==> config.mk <==
export PLATFORM = sky130hd
export DESIGN_NAME = dlx_mem_seq_flat
export DESIGN_NICKNAME = d
export VERILOG_FILES = /design/src/rtl/dlx_mem_pkg.sv /design/src/rtl/dlx_mem_seq_if.sv /design/src/rtl/dlx_mem_lane.sv /design/src/rtl/dlx_mem_seq.sv /design/src/flat_wrapper.sv
export SDC_FILE = /design/constraint.sdc
export NUM_CORES = 1
export LEC_CHECK = 0
export CAP_MARGIN = 20
export CORE_MARGIN = 2
export CORE_UTILIZATION = 51
export CTS_CLUSTER_DIAMETER = 50
export DETAILED_ROUTE_END_ITERATION = 7
export DONT_BUFFER_PORTS = 1
export PLACE_DENSITY = 0.63
export REMOVE_ABC_BUFFERS = 1
export SYNTH_ARGS = -nofsm -noshare
export SYNTH_HDL_FRONTEND = slang
export SYNTH_HIERARCHICAL = 1
export SYNTH_SLANG_ARGS = --single-unit
export TNS_END_PERCENT = 30
==> constraint.sdc <==
create_clock -name clk -period 4.18 [get_ports clk]
set_input_delay 0.836 -clock clk [delete_from_list [all_inputs] [get_ports clk]]
set_output_delay 0.836 -clock clk [all_outputs]
set_load 0.02 [all_outputs]
==> src/rtl/dlx_mem_pkg.sv <==
`default_nettype none
// ============================================================================
//  Module      : dlx_mem_pkg
//  Description : Shared types and constants for the DLX data-memory access
//                sequencer: FSM state encoding, big-endian lane positions and
//                the default request timeout.
//  Revision    : 1.0 - initial release
// ============================================================================
package dlx_mem_pkg;

    // Sequencer states
    typedef enum logic [2:0] {
        ST_IDLE   = 3'd0,
        ST_READ   = 3'd1,
        ST_WRITE  = 3'd2,
        ST_RMW_RD = 3'd3,
        ST_RMW_WR = 3'd4,
        ST_DONE   = 3'd5
    } state_t;

    // Big-endian lane positions: byte offset 0 is the most significant byte.
    localparam int BYTE0_HI = 31;
    localparam int BYTE1_HI = 23;
    localparam int BYTE2_HI = 15;
    localparam int BYTE3_HI = 7;
    localparam int HALF0_HI = 31;
    localparam int HALF1_HI = 15;

    // Default number of cycles mem_req may stay unacknowledged
    localparam int TIMEOUT_DEFAULT = 16;

endpackage : dlx_mem_pkg
`default_nettype wire

==> src/rtl/dlx_mem_seq_if.sv <==
`default_nettype none
// ============================================================================
//  Module      : dlx_mem_seq_if
//  Description : Bundle of the pipeline-side request signals and the
//                memory-side request/acknowledge bus of dlx_mem_seq.
//  Ports       : master - environment view (pipeline + data memory): drives
//                         req_* and mem_rdata/mem_ack, observes the rest.
//                slave  - sequencer view: the opposite directions.
//  Revision    : 1.0 - initial release
// ============================================================================
interface dlx_mem_seq_if;

    // Pipeline side
    logic        req_valid;
    logic        req_rd;
    logic        req_wr;
    logic        req_lb;
    logic        req_lh;
    logic        req_sb;
    logic        req_sh;
    logic        req_sext;
    logic [31:0] req_addr;
    logic [31:0] req_wdata;
    logic        stall;
    logic        done;
    logic        err;
    logic [31:0] rdata;

    // Memory side
    logic        mem_req;
    logic        mem_we;
    logic [31:0] mem_addr;
    logic [31:0] mem_wdata;
    logic [31:0] mem_rdata;
    logic        mem_ack;

    modport master (
        output req_valid, req_rd, req_wr, req_lb, req_lh, req_sb, req_sh,
               req_sext, req_addr, req_wdata,
        input  stall, done, err, rdata,
        input  mem_req, mem_we, mem_addr, mem_wdata,
        output mem_rdata, mem_ack
    );

    modport slave (
        input  req_valid, req_rd, req_wr, req_lb, req_lh, req_sb, req_sh,
               req_sext, req_addr, req_wdata,
        output stall, done, err, rdata,
        output mem_req, mem_we, mem_addr, mem_wdata,
        input  mem_rdata, mem_ack
    );

endinterface : dlx_mem_seq_if
`default_nettype wire

==> src/rtl/dlx_mem_lane.sv <==
`default_nettype none
// ============================================================================
//  Module      : dlx_mem_lane
//  Description : Combinational big-endian lane logic. Extracts and extends a
//                byte/halfword from a read word, and merges a byte/halfword
//                of store data into a read word for read-modify-write.
//  Ports       : addr_lo_i  - byte offset within the word
//                lb_i/lh_i  - byte / halfword load select
//                sext_i     - sign-extend sub-word load
//                sb_i/sh_i  - byte / halfword store select
//                rword_i    - word read from memory
//                wdata_i    - store data (sub-word in LSBs)
//                load_o     - extracted, extended load value
//                merge_o    - store word (merged for sb/sh, wdata_i otherwise)
//  Revision    : 1.0 - initial release
// ============================================================================
module dlx_mem_lane
    import dlx_mem_pkg::*;
(
    input  logic [1:0]  addr_lo_i,
    input  logic        lb_i,
    input  logic        lh_i,
    input  logic        sext_i,
    input  logic        sb_i,
    input  logic        sh_i,
    input  logic [31:0] rword_i,
    input  logic [31:0] wdata_i,
    output logic [31:0] load_o,
    output logic [31:0] merge_o
);

    logic [7:0]  w_byte;
    logic [15:0] w_half;

    // Load extraction
    always_comb begin
        w_byte = '0;
        case (addr_lo_i)
            2'd0:    w_byte = rword_i[BYTE0_HI -: 8];
            2'd1:    w_byte = rword_i[BYTE1_HI -: 8];
            2'd2:    w_byte = rword_i[BYTE2_HI -: 8];
            default: w_byte = rword_i[BYTE3_HI -: 8];
        endcase

        w_half = addr_lo_i[1] ? rword_i[HALF1_HI -: 16] : rword_i[HALF0_HI -: 16];

        if (lb_i) begin
            load_o = {{24{sext_i & w_byte[7]}}, w_byte};
        end else if (lh_i) begin
            load_o = {{16{sext_i & w_half[15]}}, w_half};
        end else begin
            load_o = rword_i;
        end
    end

    // Store merge: only the addressed lane is replaced
    always_comb begin
        merge_o = rword_i;
        if (sb_i) begin
            case (addr_lo_i)
                2'd0:    merge_o[BYTE0_HI -: 8] = wdata_i[7:0];
                2'd1:    merge_o[BYTE1_HI -: 8] = wdata_i[7:0];
                2'd2:    merge_o[BYTE2_HI -: 8] = wdata_i[7:0];
                default: merge_o[BYTE3_HI -: 8] = wdata_i[7:0];
            endcase
        end else if (sh_i) begin
            if (addr_lo_i[1]) begin
                merge_o[HALF1_HI -: 16] = wdata_i[15:0];
            end else begin
                merge_o[HALF0_HI -: 16] = wdata_i[15:0];
            end
        end else begin
            merge_o = wdata_i;
        end
    end

endmodule : dlx_mem_lane
`default_nettype wire

==> src/rtl/dlx_mem_seq.sv <==
`default_nettype none
// ============================================================================
//  Module      : dlx_mem_seq
//  Description : DLX data-memory access sequencer. Accepts one load/store per
//                request, performs word transfers directly, byte/halfword
//                stores as read-modify-write, extracts/extends sub-word
//                loads, and stalls the pipeline until completion or timeout.
//  Ports       : clk   - clock, all state on the rising edge
//                rst_n - synchronous active-low reset
//                bus   - dlx_mem_seq_if.slave: pipeline request/stall/done
//                        signals and the memory request/acknowledge bus
//  Parameters  : TIMEOUT - max cycles mem_req may wait for mem_ack (>=2)
//                CNT_W   - timeout counter width, must hold TIMEOUT
//  Revision    : 1.0 - initial release
// ============================================================================
module dlx_mem_seq
    import dlx_mem_pkg::*;
#(
    parameter int TIMEOUT = TIMEOUT_DEFAULT,
    parameter int CNT_W   = 5
) (
    input  logic          clk,
    input  logic          rst_n,
    dlx_mem_seq_if.slave  bus
);

    state_t             state_q;
    logic [CNT_W-1:0]   cnt_q;
    logic               mem_req_q;
    logic               mem_we_q;
    logic [31:0]        mem_addr_q;
    logic [31:0]        mem_wdata_q;
    logic [31:0]        rdata_q;
    logic               done_q;
    logic               err_q;

    // Request attributes captured at acceptance for the lane logic
    logic [1:0]         addr_lo_q;
    logic               lb_q;
    logic               lh_q;
    logic               sb_q;
    logic               sh_q;
    logic               sext_q;

    // Request classification (meaningful only in IDLE)
    logic               w_is_load;
    logic               w_is_store;
    logic               w_illegal;
    logic               w_byte;
    logic               w_half;
    logic               w_word;
    logic               w_misaligned;
    logic [31:0]        w_load_val;
    logic [31:0]        w_merge_word;

    assign w_is_load    = bus.req_rd & ~bus.req_wr;
    assign w_is_store   = bus.req_wr & ~bus.req_rd;
    assign w_illegal    = ~(w_is_load | w_is_store);
    // Byte select takes precedence when both sub-word flags are set
    assign w_byte       = w_is_load ? bus.req_lb : bus.req_sb;
    assign w_half       = ~w_byte & (w_is_load ? bus.req_lh : bus.req_sh);
    assign w_word       = ~w_byte & ~w_half;
    assign w_misaligned = (w_half & bus.req_addr[0]) |
                          (w_word & (bus.req_addr[1:0] != 2'b00));

    // The store data for the lane is the captured request data held in
    // mem_wdata_q while the RMW read is outstanding.
    dlx_mem_lane u_lane (
        .addr_lo_i (addr_lo_q),
        .lb_i      (lb_q),
        .lh_i      (lh_q),
        .sext_i    (sext_q),
        .sb_i      (sb_q),
        .sh_i      (sh_q),
        .rword_i   (bus.mem_rdata),
        .wdata_i   (mem_wdata_q),
        .load_o    (w_load_val),
        .merge_o   (w_merge_word)
    );

    always_ff @(posedge clk) begin
        if (!rst_n) begin
            state_q     <= ST_IDLE;
            cnt_q       <= '0;
            mem_req_q   <= 1'b0;
            mem_we_q    <= 1'b0;
            mem_addr_q  <= '0;
            mem_wdata_q <= '0;
            rdata_q     <= '0;
            done_q      <= 1'b0;
            err_q       <= 1'b0;
            addr_lo_q   <= '0;
            lb_q        <= 1'b0;
            lh_q        <= 1'b0;
            sb_q        <= 1'b0;
            sh_q        <= 1'b0;
            sext_q      <= 1'b0;
        end else begin
            // done/err are single-cycle pulses
            done_q <= 1'b0;
            err_q  <= 1'b0;

            case (state_q)
                ST_IDLE: begin
                    if (bus.req_valid) begin
                        if (w_illegal | w_misaligned) begin
                            done_q  <= 1'b1;
                            err_q   <= 1'b1;
                            state_q <= ST_DONE;
                        end else begin
                            addr_lo_q   <= bus.req_addr[1:0];
                            lb_q        <= w_is_load & w_byte;
                            lh_q        <= w_is_load & w_half;
                            sb_q        <= w_is_store & w_byte;
                            sh_q        <= w_is_store & w_half;
                            sext_q      <= bus.req_sext;
                            mem_req_q   <= 1'b1;
                            mem_we_q    <= w_is_store & w_word;
                            mem_addr_q  <= {bus.req_addr[31:2], 2'b00};
                            mem_wdata_q <= bus.req_wdata;
                            cnt_q       <= '0;
                            if (w_is_load) begin
                                state_q <= ST_READ;
                            end else if (w_word) begin
                                state_q <= ST_WRITE;
                            end else begin
                                state_q <= ST_RMW_RD;
                            end
                        end
                    end
                end

                ST_READ, ST_WRITE, ST_RMW_RD, ST_RMW_WR: begin
                    if (bus.mem_ack) begin
                        cnt_q <= '0;
                        if (state_q == ST_RMW_RD) begin
                            // Keep mem_req high and turn the read into the write
                            mem_wdata_q <= w_merge_word;
                            mem_we_q    <= 1'b1;
                            state_q     <= ST_RMW_WR;
                        end else begin
                            if (state_q == ST_READ) begin
                                rdata_q <= w_load_val;
                            end
                            mem_req_q <= 1'b0;
                            mem_we_q  <= 1'b0;
                            done_q    <= 1'b1;
                            state_q   <= ST_DONE;
                        end
                    end else if (cnt_q == CNT_W'(TIMEOUT - 1)) begin
                        // Abort: rdata untouched, a pending RMW write never issues
                        mem_req_q <= 1'b0;
                        mem_we_q  <= 1'b0;
                        done_q    <= 1'b1;
                        err_q     <= 1'b1;
                        state_q   <= ST_DONE;
                    end else begin
                        cnt_q <= cnt_q + CNT_W'(1);
                    end
                end

                ST_DONE: begin
                    state_q <= ST_IDLE;
                end

                default: begin
                    state_q <= ST_IDLE;
                end
            endcase
        end
    end

    assign bus.stall     = bus.req_valid & ~done_q;
    assign bus.done      = done_q;
    assign bus.err       = err_q;
    assign bus.rdata     = rdata_q;
    assign bus.mem_req   = mem_req_q;
    assign bus.mem_we    = mem_we_q;
    assign bus.mem_addr  = mem_addr_q;
    assign bus.mem_wdata = mem_wdata_q;

endmodule : dlx_mem_seq
`default_nettype wire

==> src/flat_wrapper.sv <==
// flat-port wrapper written by rule: the top's interface ports become plain ports
module dlx_mem_seq_flat import dlx_mem_pkg::*;
#(
    parameter int TIMEOUT = TIMEOUT_DEFAULT,
    parameter int CNT_W   = 5
)
  (clk, rst_n, bus_req_valid, bus_req_rd, bus_req_wr, bus_req_lb, bus_req_lh, bus_req_sb, bus_req_sh, bus_req_sext, bus_req_addr, bus_req_wdata, bus_stall, bus_done, bus_err, bus_rdata, bus_mem_req, bus_mem_we, bus_mem_addr, bus_mem_wdata, bus_mem_rdata, bus_mem_ack);
  dlx_mem_seq_if bus_i ();
  input  logic clk;
  input  logic rst_n;
  input wire logic [$bits(bus_i.req_valid)-1:0] bus_req_valid;
  input wire logic [$bits(bus_i.req_rd)-1:0] bus_req_rd;
  input wire logic [$bits(bus_i.req_wr)-1:0] bus_req_wr;
  input wire logic [$bits(bus_i.req_lb)-1:0] bus_req_lb;
  input wire logic [$bits(bus_i.req_lh)-1:0] bus_req_lh;
  input wire logic [$bits(bus_i.req_sb)-1:0] bus_req_sb;
  input wire logic [$bits(bus_i.req_sh)-1:0] bus_req_sh;
  input wire logic [$bits(bus_i.req_sext)-1:0] bus_req_sext;
  input wire logic [$bits(bus_i.req_addr)-1:0] bus_req_addr;
  input wire logic [$bits(bus_i.req_wdata)-1:0] bus_req_wdata;
  output wire logic [$bits(bus_i.stall)-1:0] bus_stall;
  output wire logic [$bits(bus_i.done)-1:0] bus_done;
  output wire logic [$bits(bus_i.err)-1:0] bus_err;
  output wire logic [$bits(bus_i.rdata)-1:0] bus_rdata;
  output wire logic [$bits(bus_i.mem_req)-1:0] bus_mem_req;
  output wire logic [$bits(bus_i.mem_we)-1:0] bus_mem_we;
  output wire logic [$bits(bus_i.mem_addr)-1:0] bus_mem_addr;
  output wire logic [$bits(bus_i.mem_wdata)-1:0] bus_mem_wdata;
  input wire logic [$bits(bus_i.mem_rdata)-1:0] bus_mem_rdata;
  input wire logic [$bits(bus_i.mem_ack)-1:0] bus_mem_ack;
  assign bus_i.req_valid = bus_req_valid;
  assign bus_i.req_rd = bus_req_rd;
  assign bus_i.req_wr = bus_req_wr;
  assign bus_i.req_lb = bus_req_lb;
  assign bus_i.req_lh = bus_req_lh;
  assign bus_i.req_sb = bus_req_sb;
  assign bus_i.req_sh = bus_req_sh;
  assign bus_i.req_sext = bus_req_sext;
  assign bus_i.req_addr = bus_req_addr;
  assign bus_i.req_wdata = bus_req_wdata;
  assign bus_stall = bus_i.stall;
  assign bus_done = bus_i.done;
  assign bus_err = bus_i.err;
  assign bus_rdata = bus_i.rdata;
  assign bus_mem_req = bus_i.mem_req;
  assign bus_mem_we = bus_i.mem_we;
  assign bus_mem_addr = bus_i.mem_addr;
  assign bus_mem_wdata = bus_i.mem_wdata;
  assign bus_i.mem_rdata = bus_mem_rdata;
  assign bus_i.mem_ack = bus_mem_ack;
  dlx_mem_seq #(.TIMEOUT(TIMEOUT), .CNT_W(CNT_W)) u_core (.clk(clk), .rst_n(rst_n), .bus(bus_i));
endmodule
==> results by group, run 1 <==
Place
  • Placed Cells incl. Taps: 907
  • Post-DP HPWL: 13190 um
  • Routability cong.: 0.9227
  • Buffers on Ports: 0

Global route
  • Grt total ovfl: 0
  • First-pass GRT wire length: 28960 um
  • Vias in the first global route: 5509
  • Largest net degree at the start of global routing: 56
  • Initial antenna violation count: 0
  • GRT Util Overall: 0.2762

Clock network
  • PostCTS Resize Cnt: 0
  • Post-CTS Repair Setup Buffers: 0
  • TritonCTS buffer count: 17
  • Worst skew pair latency: 0.42 ns
  • CTS Buffer Depth: 2
  • CTS sink cnt: 113
  • Cts hold-fix bufs: 0
  • Root Buffer: clkbuf_16
  • H-tree level count: 4
  • CTS tree: built
  • Clock Pin Slew Worst Setup and Hold Paths: 0.06 ns

Worst setup path
  • FF-to-FF path depth: 7
  • Critical Path Sink Type: register
  • Arrival @ worst endpoint: 2.87 ns
  • Crit-path slowest cell: nand4_4
  • R2r endpoint: u_core/bus.mem_wdata[19]
  • Worst R2R Start: u_core/addr_lo_q[0]
  • Peak per-stage delay on the critical path: 0.57 ns
  • Worst path required time: 4.51 ns
  • Cell family contributing the most delay on the critical path: simple AND/OR/NAND/NOR gates
  • Crit path buf inv count: 1
  • Crit path kind: in2reg
  • Critical path peak fanout: 43
  • Crit path launch type: input pin
  • Worst-path cell chain: inv_1 -> ha_1 -> nor3_1 -> o21ai_2 -> nand4_4 -> or3_1 -> a21oi_1
  • Setup slack, reg-to-reg: 1.68 ns
  • Stages on worst setup path: 7

Hold path
  • Worst hold path class: reg2reg
  • Worst Hold Path EP: u_core/cnt_q[4]
  • Hold_sp: u_core/cnt_q[4]
  • Worst Hold Path Cells: 2

STA
  • Min Tclk post-route: 2.539 ns
  • Pins Over Slew Limit: 0
  • Setup Viol. Count Final: 0
  • Worst Skew: 0.008279 ns
  • Slew HR: 0.3000
  • Pin slew with the least headroom to its limit: 1.050 ns
  • Final worst path period share: 0.6074
  • TNS Setup: 0 ns
  • RSZ-0062 raised after global routing: false
  • Fmax achieved: 393.9 MHz
  • Final hold vios: 0

Die
  • I/O pins: 208
  • Initial Util: 0.5194
  • Die span in x: 116.9 um
  • Die height: 116.9 um
  • Die area: 13670 um2
  • Std cell rows: 41
  • Core area: 12520 um2

Routing
  • Initial DRC Count: 451
  • DR vias: 5865
  • Via density per instance: 6.233
  • Routed WL per cell: 20.55 um
  • DRT Pass-1 Iters: 5
  • Final ANT Viol Nets: 0
  • WL final: 19340 um
  • Drt drc: 0

Cells and area
  • Share of layout cells above drive strength 1: 0.1003
  • Synth-to-Final Area Change: 8.333%
  • Final Non-Filler Cells: 941
  • Nets@finish: 866
  • Fillers: 1201

Yosys
  • Most used DFF post-synth: dfxtp_1
  • Async SR Flop Fraction: 0
  • Synth area leaders: dfxtp_1 35%, nand2_1 11%, mux2i_1 7.4%
  • Cell area after synthesis: 6501 um2
  • Synthesized instance count: 797
  • Synth Register Bits: 113
  • Leading area contributor after synthesis: dfxtp_1
  • Post-synthesis sequential area ratio: 0.3480
  • Post-synth EDFFs: 0
  • Yosys top cell area share: 0.3480
  • Synth cell types: 62
  • Yosys warning count: 6
  • Syn Area/Cell: 8.157 um2

Power and ir drop
  • PD cells: 523.3 nW/um2
  • Worst vdd ir: 0.0003265 V
  • Leakage: 2.889 nW

Run status
  • Run status: finished, final reports clean

Run
  • Max cap viols: 0
==> final cells by class <==
cell class                      count  area, um2  share of cell area
Antenna cell                        1      2.502           0.0003553
Clock buffer                       20      456.7             0.06484
Clock inverter                     12      182.7             0.02594
Inverter                            9      33.78            0.004797
Multi-Input combinational cell    601       3771              0.5354
Sequential cell                   113       2263              0.3214
Tap cell                          172      215.2             0.03056
Timing Repair Buffer               13      117.6             0.01670
==> layer usage <==
metal | vias up | track usage | part of all wire | wire, um
met3 | 40 | 0.09938 | 0.099 | 1920
met4 | 0 | 0.1239 | 0.025 | 478
met2 | 265 | 0.4493 | 0.48 | 9351
li1 | 2784 | - | - | -
met5 | - | 0 | 0 | 0
met1 | 2776 | 0.3285 | 0.39 | 7591
==> tightest hold or removal path: stages, from the launching register on <==
cell     delay, ns
dfxtp_1       0.30
nand3_1       0.06
a21oi_1       0.05
==> cells in the mapped netlist (3+ instances only) <==
cell type	instances
nand2_1	186
dfxtp_1	113
a21oi_1	88
o22ai_1	59
mux2i_1	48
clkbuf_1	39
o211a_1	32
o21ai_0	24
nor2_1	23
nor2b_1	17
a211o_1	16
buf_2	15
buf_6	12
inv_1	9
a221o_1	8
mux2_2	8
and2_1	7
mux4_2	7
o21ai_1	7
nand3_1	6
nor3_1	6
buf_4	5
nand4_1	5
and2_0	4
ha_1	4
or3_1	3
==> placed cells by master, fill, tap and decap left out, drive strengths merged, types with 6 or more instances in the layout <==
cell / n
inv: 9
mux2i: 48
nor2b: 17
a21oi: 91
o21ai: 33
dfxtp: 113
o22ai: 60
nand4: 7
mux2: 9
o211a: 32
nor2: 26
clkbuf: 20
a221o: 8
buf: 13
mux4: 7
nand3: 6
nand2: 186
nor3: 6
a211o: 16
and2: 11
==> sequential cells by signal, indices dropped and copies added, names as in the netlist <==
signal,cells
u_core/bus.mem_wdata,32
u_core/bus.rdata,32
u_core/bus.mem_addr,30
u_core/cnt_q,5
u_core/state_q,3
u_core/addr_lo_q,2
u_core/bus.done,1
u_core/bus.err,1
u_core/bus.mem_req,1
u_core/bus.mem_we,1
u_core/lb_q,1
u_core/lh_q,1
u_core/sb_q,1
u_core/sext_q,1
u_core/sh_q,1
==> per-stage QoR <==
| step | setup slack [ns] | util | instance area [um2] | power [mW] | hold slack, ns |
|---|---|---|---|---|---|
| global placement | 1.331 | 0.5092 | 6374 | 2.114 | 0.4526 |
| detailed placement | 1.217 | 0.5092 | 6374 | 2.137 | 0.4587 |
| CTS | 1.648 | 0.5603 | 7013 | 3.687 | 0.4666 |
| finish | 1.641 | 0.5627 | 7043 | 3.686 | 0.4653 |
| global route | 1.418 | 0.5625 | 7041 | 3.856 | 0.4984 |
| floorplan | 1.331 | - | 6062 | 1.943 | 0.4435 |
==> power breakdown <==
group | leakage [nW] | switching [mW] | internal (mW)
logic | 1.67 | 0.422 | 0.280
clock network | 0.302 | 0.519 | 1.03
registers | 0.919 | 0.247 | 1.19
==> cell families (layout without fill, tap and decap cells) <==
family | Yosys count | after routing | share of synthesized area
adders and majority gates | 4 | 4 | 0.007699
AOI/OAI and AO/OA | 256 | 256 | 0.2666
muxes | 64 | 64 | 0.1143
xor gates and xnor gates | 1 | 1 | 0.001347
DFF | 113 | 113 | 0.3480
and+or+nand+nor | 274 | 274 | 0.1882
other | 1 | 3 | 0.0005768
buffers and inverters | 84 | 54 | 0.07332
==> how the worst max path moves through the flow <==
stage,end,from,slack [ns]
finish,u_core/lh_q,bus_req_wr,1.64
global route,u_core/lh_q,bus_req_wr,1.42
CTS,u_core/lh_q,bus_req_wr,1.65
detailed placement,u_core/lh_q,bus_req_wr,1.22
global placement,u_core/lh_q,bus_req_wr,1.33
floorplan,u_core/bus.rdata[0],bus_mem_ack,1.33
(Power assumes the default switching activity.)
==> inputs of run 2 (changes only) <==
Settings changed: PLACE_DENSITY 0.63 to 0.66.
Clock period 4.18 ns to 2.26 ns, I/O delays scaled along.
==> results by group, run 2 (synthesis results as in run 1) <==
Worst setup path
  • Worst path required time: 2.55 ns (was 4.51 ns)
  • Critical path peak fanout: 8 (was 43)
  • Critical Path Sink Type: register (unchanged)
  • Crit path kind: reg2reg (was in2reg)
  • Crit path launch type: register (was input pin)
  • Arrival @ worst endpoint: 2.34 ns (was 2.87 ns)

Place
  • Area after DPL: 6536 um2 (was 6374 um2)
  • Post-DP HPWL: 13250 um (was 13190 um)
  • Placed Cells incl. Taps: 922 (was 907)
  • Buffers on Ports: 0 (unchanged)
  • Routability cong.: 0.9231 (was 0.9227)

STA
  • Final worst path period share: 0.9036
  • Fmax achieved: 489.7 MHz
  • Pins Over Slew Limit: 0 (unchanged)
  • Pin slew with the least headroom to its limit: 0.5784 ns (was 1.050 ns)
  • Slew HR: 0.6138 (was 0.3000)
  • TNS Setup: 0 ns (unchanged)
  • Min Tclk post-route: 2.042 ns
  • Final hold vios: 0 (unchanged)
  • WHS: 0.1663 ns (was 0.4653 ns)
  • Setup Viol. Count Final: 0 (unchanged)
  • RSZ-0062 raised after global routing: false (unchanged)
  • Worst Skew: 0.004489 ns (was 0.008279 ns)

Cells and area
  • Commonest cells after routing, fill and taps aside: 186 x nand2_1, 112 x dfxtp_1, 88 x a21oi_1 (unchanged)
  • Antenna diodes: 0 (was 1)
  • Nets@finish: 880 (was 866)
  • Most common library cell in the layout ignoring fill and taps: nand2_1 (unchanged)
  • Synth-to-Final Area Change: 10.57% (was 8.333%)
  • Share of layout cells above drive strength 1: 0.1164 (was 0.1003)
  • Fillers: 1164 (was 1201)
  • Core Util, Final: 0.5743 (was 0.5627)
  • Reg area: 2263 um2 (unchanged)
  • Area of the multi-input gates: 3771 um2 (unchanged)
  • Design Area, Final: 7188 um2 (was 7043 um2)
  • Final Non-Filler Cells: 954 (was 941)

Clock network
  • Cts hold-fix bufs: 0 (unchanged)
  • Clock Pin Slew Worst Setup and Hold Paths: 0.06 ns (about the same)
  • PostCTS Resize Cnt: 0 (unchanged)
  • H-tree level count: 4 (unchanged)
  • Root Buffer: clkbuf_16 (unchanged)
  • Post-CTS Repair Setup Buffers: 0 (unchanged)
  • TritonCTS buffer count: 17 (unchanged)
  • Worst skew pair latency: 0.41 ns (was 0.42 ns)
  • CTS sink cnt: 113 (unchanged)
  • CTS Buffer Depth: 2 (unchanged)
  • CTS tree: built (unchanged)

Routing
  • Initial DRC Count: 573 (was 451)
  • Routed WL per cell: 20.21 um (was 20.55 um)
  • Drt drc: 0 (unchanged)
  • DR vias: 5991 (was 5865)
  • WL final: 19280 um (was 19340 um)
  • Final ANT Viol Nets: 0 (unchanged)
  • DRT Pass-1 Iters: 5 (unchanged)
  • Via density per instance: 6.280 (was 6.233)

Power and ir drop
  • Worst vdd ir: 0.0007016 V (was 0.0003265 V)
  • PD cells: 964.1 nW/um2 (was 523.3 nW/um2)
  • Leakage: 2.959 nW (was 2.889 nW)

Global route
  • Grt total ovfl: 0 (unchanged)
  • Largest net degree at the start of global routing: 70 (was 56)
  • Vias in the first global route: 5556 (was 5509)
  • Initial antenna violation count: 0 (unchanged)
  • First-pass GRT wire length: 28650 um (was 28960 um)
  • GRT Util Overall: 0.2729 (was 0.2762)

Die
  • I/O pins: 208 (unchanged)
  • Die area: 13670 um2 (unchanged)
  • Die span in x: 116.9 um (unchanged)
  • Core area: 12520 um2 (unchanged)
  • Std cell rows: 41 (unchanged)
  • Initial Util: 0.5194 (unchanged)
  • Die height: 116.9 um (unchanged)

Run status
  • Run status: finished, final reports clean (unchanged)

Run
  • Max cap viols: 0 (unchanged)

Hold path
  • Worst hold path class: in2reg (was reg2reg)
==> run 2: cell types whose count changed in the layout (fill, tap and decap cells not counted), moves of 3 or more <==
cell and change:
buf_4 +11, buf_12 +4, clkinv_4 -4, clkinvlp_4 +3
==> run 2: cell type report <==
| class | count | area share |
|---|---|---|
| inverter | 9 | 0.004700 |
| tap | 172 | 0.02994 |
| timing repair buffer | 27 | 0.03516 |
| clock inverter | 13 | 0.02907 |
| clock buffer | 19 | 0.06162 |
| multi-input combinational | 601 | 0.5246 |
| sequential | 113 | 0.3149 |
==> run 2: path summary, 6_finish.rpt <==
path	startpoint	slack, ns	cells after the start	to
setup / recovery	u_core/cnt_q[0]	0.22	9	u_core/bus.mem_we
setup reg to reg	u_core/cnt_q[0]	0.22	9	u_core/bus.mem_we
hold / removal	rst_n	0.17	1	u_core/bus.mem_wdata[30]
hold reg to reg	u_core/cnt_q[4]	0.47	2	u_core/cnt_q[4]
==> run 2: power by group <==
part	internal, mW	leakage [nW]	switching [mW]	total [mW]
clock network	1.98	0.298	0.962	2.94
logic	0.558	1.74	0.807	1.37
registers	2.20	0.919	0.425	2.62
==> run 2: critical path, cell delays in order, from the launching register on <==
cell and delay (ns):
dfxtp_1 0.41, ha_1 0.21, and3_1 0.17, ha_1 0.17
nor2_1 0.05, buf_4 0.15, a21oi_1 0.20, nand3_1 0.19
a211oi_1 0.28, nor3_1 0.09
==> run 2: layer usage <==
layer  share of wire  GRT usage  routed length, um  up-vias
met3            0.12     0.1189               2295       51
met5               0          0                  0        -
met1            0.38     0.3160               7239     2816
met2            0.48     0.4412               9232      300
li1                -          -                  -     2824
met4           0.027     0.1176                512        0
==> run 2: per-stage QoR <==
stage / setup slack, ns / power (mW)
2_1_floorplan: -0.5609 / 3.594
3_3_place_gp: 0.1886 / 3.952
3_5_place_dp: -0.006501 / 4.001
4_1_cts: 0.2759 / 6.962
5_1_grt: 0.04059 / 7.243
6_report: 0.2179 / 6.930
